<file path="config.mk">
export PLATFORM = sky130hd
export DESIGN_NAME = load_store_buffer
export DESIGN_NICKNAME = d
export VERILOG_FILES = /design/src/rtl/load_store_buffer_pkg.sv /design/src/rtl/load_store_buffer_fifo.sv /design/src/rtl/load_store_buffer.sv
export SDC_FILE = /design/constraint.sdc
export NUM_CORES = 1
export LEC_CHECK = 0
export CORE_ASPECT_RATIO = 0.6
export CORE_MARGIN = 2
export CORE_UTILIZATION = 60
export DETAILED_ROUTE_END_ITERATION = 6
export DONT_BUFFER_PORTS = 1
export GPL_ROUTABILITY_DRIVEN = 0
export GPL_TIMING_DRIVEN = 1
export PLACE_DENSITY = 0.78
export SLEW_MARGIN = 25
export SYNTH_ARGS = -nofsm -noshare
export SYNTH_HDL_FRONTEND = slang
export SYNTH_SLANG_ARGS = --single-unit
</file>
<file path="constraint.sdc">
create_clock -name clk -period 4.8 [get_ports clk]
set_input_delay 0 -clock clk [delete_from_list [all_inputs] [get_ports clk]]
set_output_delay 0 -clock clk [all_outputs]
set_load 0.05 [all_outputs]
</file>
<file path="src/rtl/load_store_buffer_pkg.sv">
// Shared definitions for the load/store buffer: memory op codes, access sizes,
// head FSM states and small decode/extension helpers.
package load_store_buffer_pkg;

    localparam logic [4:0] OP_LB  = 5'h0B;
    localparam logic [4:0] OP_LH  = 5'h0C;
    localparam logic [4:0] OP_LW  = 5'h0D;
    localparam logic [4:0] OP_LBU = 5'h0E;
    localparam logic [4:0] OP_LHU = 5'h0F;
    localparam logic [4:0] OP_SB  = 5'h10;
    localparam logic [4:0] OP_SH  = 5'h11;
    localparam logic [4:0] OP_SW  = 5'h12;

    localparam logic [1:0] SIZE_BYTE = 2'd0;
    localparam logic [1:0] SIZE_HALF = 2'd1;
    localparam logic [1:0] SIZE_WORD = 2'd2;

    typedef enum logic [1:0] {
        IDLE    = 2'd0,
        LD_BUSY = 2'd1,
        ST_WAIT = 2'd2,
        ST_BUSY = 2'd3
    } lsb_state_t;

    function automatic logic is_load(input logic [4:0] op);
        logic result;
        case (op)
            OP_LB, OP_LH, OP_LW, OP_LBU, OP_LHU: result = 1'b1;
            default:                             result = 1'b0;
        endcase
        return result;
    endfunction

    function automatic logic is_store(input logic [4:0] op);
        logic result;
        case (op)
            OP_SB, OP_SH, OP_SW: result = 1'b1;
            default:             result = 1'b0;
        endcase
        return result;
    endfunction

    function automatic logic [1:0] op_size(input logic [4:0] op);
        logic [1:0] result;
        case (op)
            OP_LB, OP_LBU, OP_SB: result = SIZE_BYTE;
            OP_LH, OP_LHU, OP_SH: result = SIZE_HALF;
            default:              result = SIZE_WORD;
        endcase
        return result;
    endfunction

    // Memory returns data right-aligned; widen it according to the load flavour.
    function automatic logic [31:0] load_extend(input logic [4:0] op, input logic [31:0] rdata);
        logic [31:0] result;
        case (op)
            OP_LB:   result = {{24{rdata[7]}}, rdata[7:0]};
            OP_LH:   result = {{16{rdata[15]}}, rdata[15:0]};
            OP_LBU:  result = {24'h000000, rdata[7:0]};
            OP_LHU:  result = {16'h0000, rdata[15:0]};
            default: result = rdata;
        endcase
        return result;
    endfunction

endpackage

</file>
<file path="src/rtl/load_store_buffer_fifo.sv">
// Circular entry storage for the load/store buffer with head/tail pointers,
// occupancy count and a registered full flag.
module lsb_fifo #(
    parameter int DEPTH = 4,
    parameter int WIDTH = 72
) (
    input  logic             clk,
    input  logic             rst,
    input  logic             push,
    input  logic [WIDTH-1:0] wr_data,
    input  logic             pop,
    input  logic             flush,
    input  logic             keep_head,
    output logic [WIDTH-1:0] rd_data,
    output logic             empty,
    output logic             full
);

    localparam int PW = $clog2(DEPTH);
    localparam int CW = PW + 1;
    localparam logic [CW-1:0] MAX_CNT = CW'(DEPTH);
    localparam logic [CW-1:0] ONE_CNT = CW'(1);

    logic [WIDTH-1:0] mem [DEPTH];
    logic [PW-1:0]    head_ptr;
    logic [PW-1:0]    tail_ptr;
    logic [PW-1:0]    head_n;
    logic [CW-1:0]    count;
    logic [CW-1:0]    count_n;
    logic             push_ok;
    logic             pop_ok;
    logic             full_q;

    // A push against a full queue is dropped even if the head leaves this cycle.
    assign push_ok = push && (count != MAX_CNT) && !flush;
    assign pop_ok  = pop && (count != '0);
    assign head_n  = pop_ok ? head_ptr + 1'b1 : head_ptr;

    always_comb begin
        count_n = count;
        if (flush) begin
            count_n = (keep_head && !pop_ok && (count != '0)) ? ONE_CNT : '0;
        end else begin
            case ({push_ok, pop_ok})
                2'b10:   count_n = count + 1'b1;
                2'b01:   count_n = count - 1'b1;
                default: count_n = count;
            endcase
        end
    end

    always_ff @(posedge clk) begin
        if (rst) begin
            head_ptr <= '0;
            tail_ptr <= '0;
            count    <= '0;
            full_q   <= 1'b0;
        end else begin
            head_ptr <= head_n;
            count    <= count_n;
            full_q   <= (count_n == MAX_CNT);
            if (flush) begin
                tail_ptr <= (count_n == ONE_CNT) ? head_n + 1'b1 : head_n;
            end else if (push_ok) begin
                tail_ptr <= tail_ptr + 1'b1;
            end
        end
    end

    always_ff @(posedge clk) begin
        if (push_ok) begin
            mem[tail_ptr] <= wr_data;
        end
    end

    assign rd_data = mem[head_ptr];
    assign empty   = (count == '0);
    assign full    = full_q;

endmodule

</file>
<file path="src/rtl/load_store_buffer.sv">
// In-order load/store queue between the address unit and data memory; issues one
// access at a time, holds stores until commit and broadcasts results on the CDB.
module load_store_buffer
    import load_store_buffer_pkg::*;
#(
    parameter int DEPTH = 4,
    parameter int ROB_W = 3
) (
    input  logic             clk,
    input  logic             rst,
    input  logic [31:0]      addr_in,
    input  logic [4:0]       op_in,
    input  logic [ROB_W-1:0] rob_in,
    input  logic [31:0]      data_in,
    input  logic             flush,
    input  logic             commit_valid,
    input  logic [ROB_W-1:0] commit_rob,
    output logic             full,
    output logic             mem_req,
    output logic             mem_we,
    output logic [31:0]      mem_addr,
    output logic [31:0]      mem_wdata,
    output logic [1:0]       mem_size,
    input  logic             mem_ready,
    input  logic [31:0]      mem_rdata,
    output logic             cdb_valid,
    output logic [ROB_W-1:0] cdb_rob,
    output logic [31:0]      cdb_value
);

    localparam int EW = 32 + 5 + ROB_W + 32;

    logic [EW-1:0]    head_entry;
    logic [31:0]      head_addr;
    logic [4:0]       head_op;
    logic [ROB_W-1:0] head_rob;
    logic [31:0]      head_data;
    logic             empty;
    logic             pop;

    lsb_state_t       state, state_n;
    logic             announced, announced_n;
    logic             ld_flushed, ld_flushed_n;
    logic             mem_req_n, mem_we_n;
    logic [31:0]      mem_addr_n, mem_wdata_n;
    logic [1:0]       mem_size_n;
    logic             cdb_valid_n;
    logic [ROB_W-1:0] cdb_rob_n;
    logic [31:0]      cdb_value_n;

    lsb_fifo #(
        .DEPTH (DEPTH),
        .WIDTH (EW)
    ) u_fifo (
        .clk       (clk),
        .rst       (rst),
        .push      (rob_in != '0),
        .wr_data   ({addr_in, op_in, rob_in, data_in}),
        .pop       (pop),
        .flush     (flush),
        .keep_head (state == ST_BUSY),
        .rd_data   (head_entry),
        .empty     (empty),
        .full      (full)
    );

    assign head_addr = head_entry[EW-1 -: 32];
    assign head_op   = head_entry[32+ROB_W +: 5];
    assign head_rob  = head_entry[32 +: ROB_W];
    assign head_data = head_entry[31:0];

    // Head FSM: memory outputs hold their value unless a transition changes them.
    // A load flushed mid-flight still waits for its response, which is then dropped.
    always_comb begin
        state_n      = state;
        announced_n  = announced;
        ld_flushed_n = ld_flushed;
        mem_req_n    = mem_req;
        mem_we_n     = mem_we;
        mem_addr_n   = mem_addr;
        mem_wdata_n  = mem_wdata;
        mem_size_n   = mem_size;
        cdb_valid_n  = 1'b0;
        cdb_rob_n    = '0;
        cdb_value_n  = '0;
        pop          = 1'b0;

        case (state)
            IDLE: begin
                if (!empty && !flush) begin
                    if (is_load(head_op)) begin
                        state_n     = LD_BUSY;
                        mem_req_n   = 1'b1;
                        mem_we_n    = 1'b0;
                        mem_addr_n  = head_addr;
                        mem_wdata_n = '0;
                        mem_size_n  = op_size(head_op);
                    end else if (is_store(head_op)) begin
                        if (!announced) begin
                            cdb_valid_n = 1'b1;
                            cdb_rob_n   = head_rob;
                            announced_n = 1'b1;
                            state_n     = ST_WAIT;
                        end
                    end else begin
                        cdb_valid_n = 1'b1;
                        cdb_rob_n   = head_rob;
                        pop         = 1'b1;
                    end
                end
            end
            ST_WAIT: begin
                if (flush) begin
                    state_n = IDLE;
                end else if (commit_valid && (commit_rob == head_rob)) begin
                    state_n     = ST_BUSY;
                    mem_req_n   = 1'b1;
                    mem_we_n    = 1'b1;
                    mem_addr_n  = head_addr;
                    mem_wdata_n = head_data;
                    mem_size_n  = op_size(head_op);
                end
            end
            LD_BUSY: begin
                if (mem_ready) begin
                    state_n      = IDLE;
                    announced_n  = 1'b0;
                    ld_flushed_n = 1'b0;
                    mem_req_n    = 1'b0;
                    mem_we_n     = 1'b0;
                    mem_addr_n   = '0;
                    mem_wdata_n  = '0;
                    mem_size_n   = '0;
                    if (!ld_flushed && !flush) begin
                        cdb_valid_n = 1'b1;
                        cdb_rob_n   = head_rob;
                        cdb_value_n = load_extend(head_op, mem_rdata);
                        pop         = 1'b1;
                    end
                end else if (flush) begin
                    ld_flushed_n = 1'b1;
                end
            end
            ST_BUSY: begin
                if (mem_ready) begin
                    state_n     = IDLE;
                    announced_n = 1'b0;
                    mem_req_n   = 1'b0;
                    mem_we_n    = 1'b0;
                    mem_addr_n  = '0;
                    mem_wdata_n = '0;
                    mem_size_n  = '0;
                    pop         = 1'b1;
                end
            end
            default: state_n = IDLE;
        endcase

        if (flush) begin
            announced_n = 1'b0;
        end
    end

    always_ff @(posedge clk) begin
        if (rst) begin
            state      <= IDLE;
            announced  <= 1'b0;
            ld_flushed <= 1'b0;
            mem_req    <= 1'b0;
            mem_we     <= 1'b0;
            mem_addr   <= '0;
            mem_wdata  <= '0;
            mem_size   <= '0;
            cdb_valid  <= 1'b0;
            cdb_rob    <= '0;
            cdb_value  <= '0;
        end else begin
            state      <= state_n;
            announced  <= announced_n;
            ld_flushed <= ld_flushed_n;
            mem_req    <= mem_req_n;
            mem_we     <= mem_we_n;
            mem_addr   <= mem_addr_n;
            mem_wdata  <= mem_wdata_n;
            mem_size   <= mem_size_n;
            cdb_valid  <= cdb_valid_n;
            cdb_rob    <= cdb_rob_n;
            cdb_value  <= cdb_value_n;
        end
    end

endmodule

</file>
# Yosys cells after proc, flatten, opt, wreduce, memory -nomap -nowiden

Memories as Yosys holds them, arrays and structs flattened. A register that Yosys moved wholly into a read port is not among the register bits.
Index checks and enable logic that the tools add are counted.

Memory bits (read-only): 0
Latch bits: 0
Logic and storage cells: 158
Output and inout port bits: 105
Bits in writable memories: 288
Memories: 1
Flip-flop bits (word level): 116

Order comparisons: 0
Shift-type cells: 0
Div/mod/pow operators: 0
$add $sub $neg: 5
Multiplexer cells: 77
Equal/unequal tests: 27
Multiply operators: 0
Bitwise operators: 3
Reduce and logical (&&, ||, !) cells: 30

Memories:

| memory     | depth | bits a word | read ports | clocked after Yosys merged registers in | wr ports | line                         | text |
|---|---|---|---|---|---|---|---|
| u_fifo.mem | 4     | 72          | 1          | 1                                       | 1        | load_store_buffer_fifo.sv:24 | `logic [WIDTH-1:0] mem [DEPTH];` |

Operator list:

| operator                                                         | count |
|---|---|
| 32-bit 2-to-1 mux                                                | 9 |
| 32-bit one-hot mux with 3 select lines                           | 2 |
| 32-bit one-hot mux with 4 select lines                           | 1 |
| 1-bit 2-to-1 mux                                                 | 32 |
| 2-bit 2-to-1 mux                                                 | 16 |
| 5-bit by 4-bit == test with 1-bit output (second input constant) | 5 |
| 3-bit 2-to-1 mux                                                 | 7 |
| 5-bit == test (second input constant)                            | 3 |
| 5-bit AND reduction                                              | 3 |
| 2-bit != test (second input constant)                            | 6 |
| 3-bit != test (second input constant)                            | 4 |
| 2-bit one-hot mux with 3 select lines                            | 2 |
| 3-bit one-hot mux with 2 select lines                            | 2 |
| 1-bit one-hot mux with 3 select lines                            | 3 |
| 3-bit OR reduction                                               | 3 |
| 1-bit logical AND                                                | 8 |
| 2-bit by 1-bit adder with 2-bit output (second input constant)   | 3 |
| 2-bit == test (second input constant)                            | 3 |
| 2-bit nonzero test                                               | 3 |
| 3-bit nonzero test                                               | 2 |
| 5-bit OR reduction                                               | 1 |
| 2-bit by 1-bit == test with 1-bit output (second input constant) | 2 |
| 1-bit zero test                                                  | 4 |
| 1-bit one-hot mux with 2 select lines                            | 2 |
| other kinds (13)                                                 | 16 |

# Longest topological paths before layout

Gate-level depths: netlist of run 1.

Word-level depth: 21
Depth in mapped cells: 15

# Cells and area by module

From an unflattened synthesis of run 1, not the netlist that was laid out.

Cell total of the unflattened synthesis: 860
Area total of the unflattened synthesis: 15143.3 sq um

Modules (own cells, without submodules):

| module            | seq. area each (sq um) | cells an instance | area an instance (sq um) | times used |
|---|---|---|---|---|
| lsb_fifo          | 8808.4                 | 440               | 10914.2                  | 1 |
| load_store_buffer | 2162.1                 | 420               | 4229.1                   | 1 |

# Worst setup path before layout of run 1

Ideal clock, no wire load.

Kind: flip-flop to flip-flop
From: register u_fifo.head_ptr[0]
To: register u_fifo.tail_ptr[1]
Arrival time: 3.465 ns
Stages on the path, launching flop included: 16
Buffers on the path: 2
Setup slack: 1.275 ns
Cells stage by stage: dfxtp_1 -> buf_6 -> mux4_2 -> buf_2 -> a2111o_1 -> o211ai_1 -> nand2_1 -> inv_1 -> ha_1 -> fa_1 -> nor2_1 -> a21oi_1 -> o2bb2ai_1 -> a41oi_1 -> a2111oi_0 -> a311o_1

Word-level cells in the longest chain between the ends: 5

Ends and longest elaborated chain:

| item                                   | line                         | text |
|---|---|---|
| start, declared                        | load_store_buffer_fifo.sv:25 | `logic [PW-1:0] head_ptr;` |
| start signal, assigned                 | load_store_buffer_fifo.sv:59 | `head_ptr <= head_n;` |
| 2-bit by 1-bit adder with 2-bit output | load_store_buffer_fifo.sv:37 | `assign head_n = pop_ok ? head_ptr + 1'b1 : head_ptr;` |
| 2-bit 2-to-1 mux (*)                   | load_store_buffer_fifo.sv:37 |  |
| 2-bit by 1-bit adder with 2-bit output | load_store_buffer_fifo.sv:63 | `tail_ptr <= (count_n == ONE_CNT) ? head_n + 1'b1 : head_n;` |
| 2-bit 2-to-1 mux (*)                   | load_store_buffer_fifo.sv:63 |  |
| 2-bit 2-to-1 mux (*)                   | load_store_buffer_fifo.sv:62 | `if (flush) begin` |
| end signal, assigned                   | load_store_buffer_fifo.sv:63 |  |
| end signal, assigned                   | load_store_buffer_fifo.sv:65 | `tail_ptr <= tail_ptr + 1'b1;` |
| end, declared                          | load_store_buffer_fifo.sv:26 | `logic [PW-1:0] tail_ptr;` |

Every way passes the cells marked *; elsewhere a longest branch is shown, timed or not.
A chain may end at the register's enable or synchronous reset.

# Final worst setup path of run 1

From: register state[0]
To: register u_fifo.tail_ptr[1]

Word-level cells in the longest chain between the ends: 11

Ends and longest elaborated chain:

| item                                                                          | line                         | text |
|---|---|---|
| start, declared                                                               | load_store_buffer.sv:41      | `lsb_state_t state, state_n;` |
| start signal, assigned                                                        | load_store_buffer.sv:178     | `state <= state_n;` |
| branches (longest 9 deep; another with 1-bit one-hot mux with 3 select lines) | n/a                          |  |
| 2-bit 2-to-1 mux (*)                                                          | load_store_buffer_fifo.sv:63 |  |
| 2-bit 2-to-1 mux (*)                                                          | load_store_buffer_fifo.sv:62 |  |

Mark *: on every way between the ends.

==> impl_metrics.yaml, run 1 <==
grt:
  grt-busiest-layer: "met2"
  grt_use_total_pct: 25.4
  met3_usage_pct: 7.33
  antenna_found_initial: 1
  use_met2_pct: 40.4
  overflow: 0
  grt_pass1_vias: 8684
  grt_pass1_wl_mm: 50.5
  grt_max_degree: 64
  use_met1_pct: 34.3
timing:
  worst_pin_slew_ns: 1.00
  setup_viol: 0
  min_period_over_period_pct: 83.2
  relSlewSlack_pct: 33.1
  slew_viol_final: 0
  rsz0062_at_grt: "false"
  period_needed_ns: 3.99
  finalSetupTns_ns: 0
  fmax_mhz: 250
  clock-skew-final_ns: 0.0237
  hold_viol_final: 0
finish:
  drive_gt1_share_pct: 19.3
  area_growth_syn_to_layout_pct: 17.4
  fin_nets: 1088
  final_util_pct: 72.5
setup_path:
  r2r_cells: 13
  r2r-end: "u_fifo.tail_ptr[1]$_SDFFE_PP0P_"
  crit_end: "u_fifo.tail_ptr[1]$_SDFFE_PP0P_"
  reg2reg_from: "state[0]$_SDFFE_PP0P_"
  start_kind: "flip-flop"
  crit_arrival_ns: 4.46
  worstPathMaxFanout: 11
  end_kind: "flip-flop"
  setup.worst_path.class: "flip-flop to flip-flop"
  required_ns: 5.27
  worstSetupStartpoint: "state[0]$_SDFFE_PP0P_"
  rrSetupSlack_ns: 0.81
place:
  io_buffers: 0
  place_hpwl_mm: 19.1
logic_synthesis:
  syn_avg_cell_area_um2: 17.5
  synth_edf_count: 288
  seq_area_frac_synth_pct: 72.9
  synth_cell_type_count: 54
  async_flop_share_pct: 0
  synth_top_area_share_pct: 57.5
  synth_flop_cell: "edfxtp_1"
  syn_inst: 861
  syn_nets: 979
  synth_area_leaders: "edfxtp_1 57%, dfxtp_1 15%, mux4_2 11%, a22o_1 1.9%, o21ai_2 1.7%"
  synth_largest_area_cell: "edfxtp_1"
  yosysWarnings: 0
  syn_area_um2: 15100
  ys_ff_latch: 404
die:
  rows: 44
  chipHeight_um: 127
  dieArea_um2: 26400
  die_w_um: 208
  io_pins: 217
  core_um2: 24400
  start_util_pct: 61.7
detailed_routing:
  routedWlPerCell_um: 24.7
  route.detailed.drc: 0
  antenna_violating_nets_post_route: 0
  vias_per_cell: 6.30
  dr_total_vias: 8316
  wirelength_mm: 32.6
  dr.first_iter.drc_count: 896
  drt_pass1_iterations: 5
clock_tree:
  cts_htree_levels: 2
  clockBufferDepth: 3
  clk_pin_slew_ns: 0.06
  clock_latency_ns: 0.54
  cts.sinks: 404
  cts_buffers: 36
  cts_tree: "yes"
  clockRootBuffer: "clkbuf_16"
power_and_ir_drop:
  pwr-share-clk_pct: 39.0
  p_leak_uw: 0.00586
  power_density_nw_per_um2: 423
  power_switching_share_pct: 22.0
  p_comb_share_pct: 8.1
  netSwitchingPower_uw: 1650
  internal_power_uw: 5830
  seqPwrFrac_pct: 52.8
  peakVddDrop_v: 0.000365
hold_path:
  hp-class: "input port to flip-flop"
run_status:
  status: "finished clean"
flow_run:
  drv_cap: 0
[stage by stage]
stage	cell area [µm²]	worst slack (ns)	hold WS, ns	std cells	power, µW
after floorplan	15100	1.27	0.0989	861	4410
after global placement	15300	1.03	0.0849	1140	4490
after detailed placement	15300	0.960	0.0814	1141	4520
after CTS	17600	0.935	0.0231	1318	7520
after global routing	17700	0.596	0.0854	1319	7710
final	17700	0.807	0.0474	1320	7480
[cell usage in the layout (no fill, tap or decap), drive strengths merged, types with 4 or more instances in the layout]
cell type      n
edfxtp       288
dfxtp        116
dlygate4sd3  111
mux4          72
clkbuf        42
o21ai         42
nand2b        40
nand2         38
nand4         35
a22o          32
a21oi         32
nor2          19
and2          18
clkinv        15
buf           14
inv           10
nor2b          8
xnor2          8
nor3           5
nand3          5
ha             5
bufinv         4
[power by group through the flow]
stage	sequential [µW]	combinational [µW]	clock, µW
global route	3960	653	3100
global placement	4020	468	0
floorplan	4010	391	0
detailed placement	4030	491	0
CTS	3950	602	2970
finish	3950	608	2920
[metal layers]
metal / part of all wire (%) / wire length [µm]
met4: 2.7 / 888
met2: 47 / 15400
met1: 41 / 13300
met5: 0 / 0
met3: 9.3 / 3020
[worst max-delay path, cell delays in order (launching register included)]
cell	delay (ns)
dfxtp_1	0.65
nand2_1	0.33
a211o_1	0.38
a32oi_1	0.37
nand2_1	0.14
inv_1	0.20
ha_1	0.25
fa_1	0.45
nor2_1	0.13
a21oi_1	0.08
o2bb2ai_1	0.20
a41oi_1	0.13
a2111oi_0	0.45
a311o_1	0.17
[synth_stat cells (4+ instances only)]
library cell	instances
clkbuf_1	37
nand2_1	38
nand3_1	5
xnor2_1	8
nor2b_1	8
nor2_1	19
dfxtp_1	116
buf_2	4
nand4_1	34
edfxtp_1	288
ha_1	5
inv_1	7
and2_1	17
nand2b_1	40
mux4_2	72
a22o_1	32
nor3_1	5
a21oi_1	31
o21ai_2	30
buf_6	10
o21ai_0	10
[logic make-up (layout without fill, tap and decap cells)]
kind of cell	after synthesis	after routing	synth area share (%)
buffers and inverters	61	197	2.08
flip-flops	404	404	72.9
multiplexers	74	74	10.9
other	0	1	0
adder cells (fa/ha/maj)	6	6	0.549
AO/OA/AOI/OAI	124	124	6.24
AND/OR/NAND/NOR	182	182	6.77
XOR/XNOR	10	10	0.582
[registers in the layout, summed over array words and instances (netlist names), 3 cells and up]
register      cells
cdb_value        32
mem_wdata        32
u_fifo.count      3
cdb_rob           3
u_fifo.mem      288
mem_addr         32
[final cells by class]
| class | count | area (µm²) |
|---|---|---|
| Sequential cell | 404 | 11000 |
| Clock inverter | 23 | 224 |
| Clock buffer | 42 | 975 |
| Antenna cell | 1 | 2.50 |
| Inverter | 7 | 26.3 |
| Multi-Input combinational cell | 396 | 3790 |
| Timing Repair Buffer | 125 | 1270 |
| Fill cell | 1451 | 6720 |
| Tap cell | 322 | 403 |
[timing repair]
action	4_1_cts	5_1_grt
endpoints found under the setup margin	0	0
resized for setup	0	0
hold endpoints to repair	404	0
hold buffers	112	0
buffers inserted	0	0
[how the worst min path moves through the flow]
stage,start,endpoint,slack [ns],cells after the start
final,commit_rob[1],mem_addr[27]$_SDFFE_PP0P_,0.05,5
after global routing,commit_rob[1],mem_addr[27]$_SDFFE_PP0P_,0.09,5
after CTS,commit_rob[1],mem_addr[25]$_SDFFE_PP0P_,0.02,5
after detailed placement,rst,u_fifo.count[0]$_SDFF_PP0_,0.08,1
after global placement,rst,u_fifo.head_ptr[1]$_SDFF_PP0_,0.08,1
after floorplan,data_in[0],u_fifo.mem[0][0]$_DFFE_PP_,0.1,0
No activity file was read; power rests on OpenSTA's default activity.
==> run 2: changes to the inputs <==
--- a/config.mk
+++ b/config.mk
@@ -7,12 +7,12 @@
 export LEC_CHECK = 0
 export CORE_ASPECT_RATIO = 0.6
 export CORE_MARGIN = 2
-export CORE_UTILIZATION = 60
+export CORE_UTILIZATION = 57
 export DETAILED_ROUTE_END_ITERATION = 6
 export DONT_BUFFER_PORTS = 1
 export GPL_ROUTABILITY_DRIVEN = 0
 export GPL_TIMING_DRIVEN = 1
-export PLACE_DENSITY = 0.78
+export PLACE_DENSITY = 0.77
 export SLEW_MARGIN = 25
 export SYNTH_ARGS = -nofsm -noshare
 export SYNTH_HDL_FRONTEND = slang
==> constraint.sdc (replaced) <==
create_clock -name clk -period 3.6 [get_ports clk]
set_input_delay 0 -clock clk [delete_from_list [all_inputs] [get_ports clk]]
set_output_delay 0 -clock clk [all_outputs]
set_load 0.05 [all_outputs]
==> run 2 against run 1 <==
Routed wire length decreased by 3.2%. Count of clock-buffer cells in the layout is 14 higher. Fmax grew 13%. Clock skew grew 0.0042 ns. First-iteration DRC count fell by 15%. Combinational power grew 38%. Utilization shrank 4.2 points.
==> impl_metrics.yaml, run 2 (same netlist as run 1, synthesis figures left out) <==
detailed_routing:
  vias_per_cell: 5.85
  wl_met3_mm: 2.74
  dr.first_iter.drc_count: 763
  routedWlPerCell_um: 22.9
  route.detailed.drc: 0
  dr_total_vias: 8045
  top_layer: "met4"
  wl_met1_mm: 13.3
  wirelength_mm: 31.5
  antenna_violating_nets_post_route: 0
  drt_pass1_iterations: 5
  met2WireLength_mm: 14.9
grt:
  overflow: 0
  grt_pass1_wl_mm: 46.6
  antenna_found_initial: 2
  grt_pass1_vias: 7909
  grt_max_degree: 54
  grt_use_total_pct: 22.7
setup_path:
  crit_chain: "mux4_2, a2111o_1, o211ai_1, nand2_1, inv_1, ha_2, fa_1, nor2_1, a21oi_2, o2bb2ai_2, a21oi_1, a2111oi_2, a311o_1"
  crit_arrival_ns: 3.99
  cp_slowest_cell: "mux4_2"
  crit_buf_inv: 1
  rrSetupSlack_ns: 0.08
  crit_family: "compound AO/OA/AOI/OAI gates"
  required_ns: 4.07
  start_kind: "flip-flop"
  reg2reg_from: "u_fifo.head_ptr[0]$_SDFF_PP0_"
  worstPathMaxFanout: 6
  r2r-end: "u_fifo.tail_ptr[1]$_SDFFE_PP0P_"
  worstSetupStartpoint: "u_fifo.head_ptr[0]$_SDFF_PP0_"
  r2r_cells: 13
  end_kind: "flip-flop"
  max_stage_delay_ns: 0.54
  setup.worst_path.class: "flip-flop to flip-flop"
hold_path:
  hp-start: "flush"
  hold_path_end: "u_fifo.mem[1][0]$_DFFE_PP_"
  hold_path_depth: 2
  hp-class: "input port to flip-flop"
timing:
  fmax_mhz: 284
  slew_viol_final: 0
  hold_ws_ns: 0.0129
  period_needed_ns: 3.52
  min_period_over_period_pct: 97.7
  worst_pin_slew_ns: 0.965
  relSlewSlack_pct: 35.2
  hold_viol_final: 0
  finalSetupTns_ns: 0
  clock-skew-final_ns: 0.0279
  setup_viol: 0
place:
  place_hpwl_mm: 18.2
  place_area_um2: 15500
  io_buffers: 0
  dp_cells: 1190
die:
  die_w_um: 214
  core_um2: 26200
  dieArea_um2: 27800
  rows: 46
  io_pins: 217
  chipHeight_um: 130
  start_util_pct: 57.5
finish:
  layout_common_cells: "288 x edfxtp_1, 114 x dfxtp_1, 109 x dlygate4sd3_1, 72 x mux4_2, 40 x nand2b_1"
  largest_register: "u_fifo.mem"
  area_growth_syn_to_layout_pct: 18.8
  nFillCells: 1694
  drive_gt1_share_pct: 20.4
  fin_area_um2: 17900
  fin_cells: 1376
  largest_reg_flops: 288
  final_common_cell: "edfxtp_1"
  fin_nets: 1103
power_and_ir_drop:
  peakVddDrop_v: 0.000416
  p_leak_uw: 0.00592
  power.total_uw: 9920
  power_density_nw_per_um2: 555
clock_tree:
  clockBufferDepth: 3
  clk_pin_slew_ns: 0.07
  cts_buffers: 37
  clock_latency_ns: 0.54
  clockRootBuffer: "clkbuf_16"
  cts_tree: "yes"
  cts.sinks: 404
  cts_htree_levels: 2
run_status:
  status: "finished clean"
flow_run:
  drv_cap: 0
==> run 2: timing repair <==
| action | in CTS | in global routing |
|---|---|---|
| setup buffers | 0 | 5 |
| gates resized for setup | 1 | 8 |
| endpoints found under the hold margin | 404 | 0 |
| pin swaps | 0 | 5 |
| hold buffers | 110 | 0 |
| setup endpoints to repair | 1 | 1 |
==> run 2: area by class of cell <==
type	count	area, µm²	area share, %
diodes	2	5.00	0.0280
clock buffers	56	1050	5.89
clock inverters	12	119	0.665
inverters	7	26.3	0.147
multi-input cells	396	3830	21.4
flip-flops and latches	404	11000	61.4
well taps	360	450	2.52
repair buffers	139	1420	7.91
==> run 2: worst reg2reg max path: cells and delay by family, from the launching register on <==
kind                       cells  cell delay, ns
AOI/OAI and AO/OA              7            1.46
adders and majority gates      2            0.68
muxes                          1            0.54
DFF                            1            0.40
and+or+nand+nor                2            0.27
buffers and inverters          1            0.10
==> run 2: layer usage <==
layer  track usage, %  up-vias
li1                 -     3631
met1             31.5     4050
met4             5.64        0
met3             6.04       53
met2             36.4      311
met5                0        -
==> run 2: worst max-delay path by stage <==
stage                                      end  depth (start not counted)
5_1_grt        u_fifo.tail_ptr[1]$_SDFFE_PP0P_                         14
4_1_cts        u_fifo.tail_ptr[1]$_SDFFE_PP0P_                         13
2_1_floorplan  u_fifo.tail_ptr[1]$_SDFFE_PP0P_                         15
3_3_place_gp         mem_wdata[1]$_SDFFE_PP0P_                          7
6_report       u_fifo.tail_ptr[1]$_SDFFE_PP0P_                         13
3_5_place_dp   u_fifo.tail_ptr[1]$_SDFFE_PP0P_                         13
==> run 2: through the flow <==
step	setup WS, ns	util, %
after global placement	0.0885	59.1
after detailed placement	0.0438	59.1
after floorplan	0.0746	-
final	0.0823	68.3
after CTS	0.00524	67.8
after global routing	-0.0571	68.3
==> run 2: power breakdown <==
| part | leakage (µW) | internal, µW | total, µW | switching (µW) |
|---|---|---|---|---|
| clock | 0.000567 | 2180 | 3820 | 1640 |
| combinational | 0.00178 | 384 | 842 | 458 |
| sequential | 0.00357 | 5180 | 5260 | 82.7 |
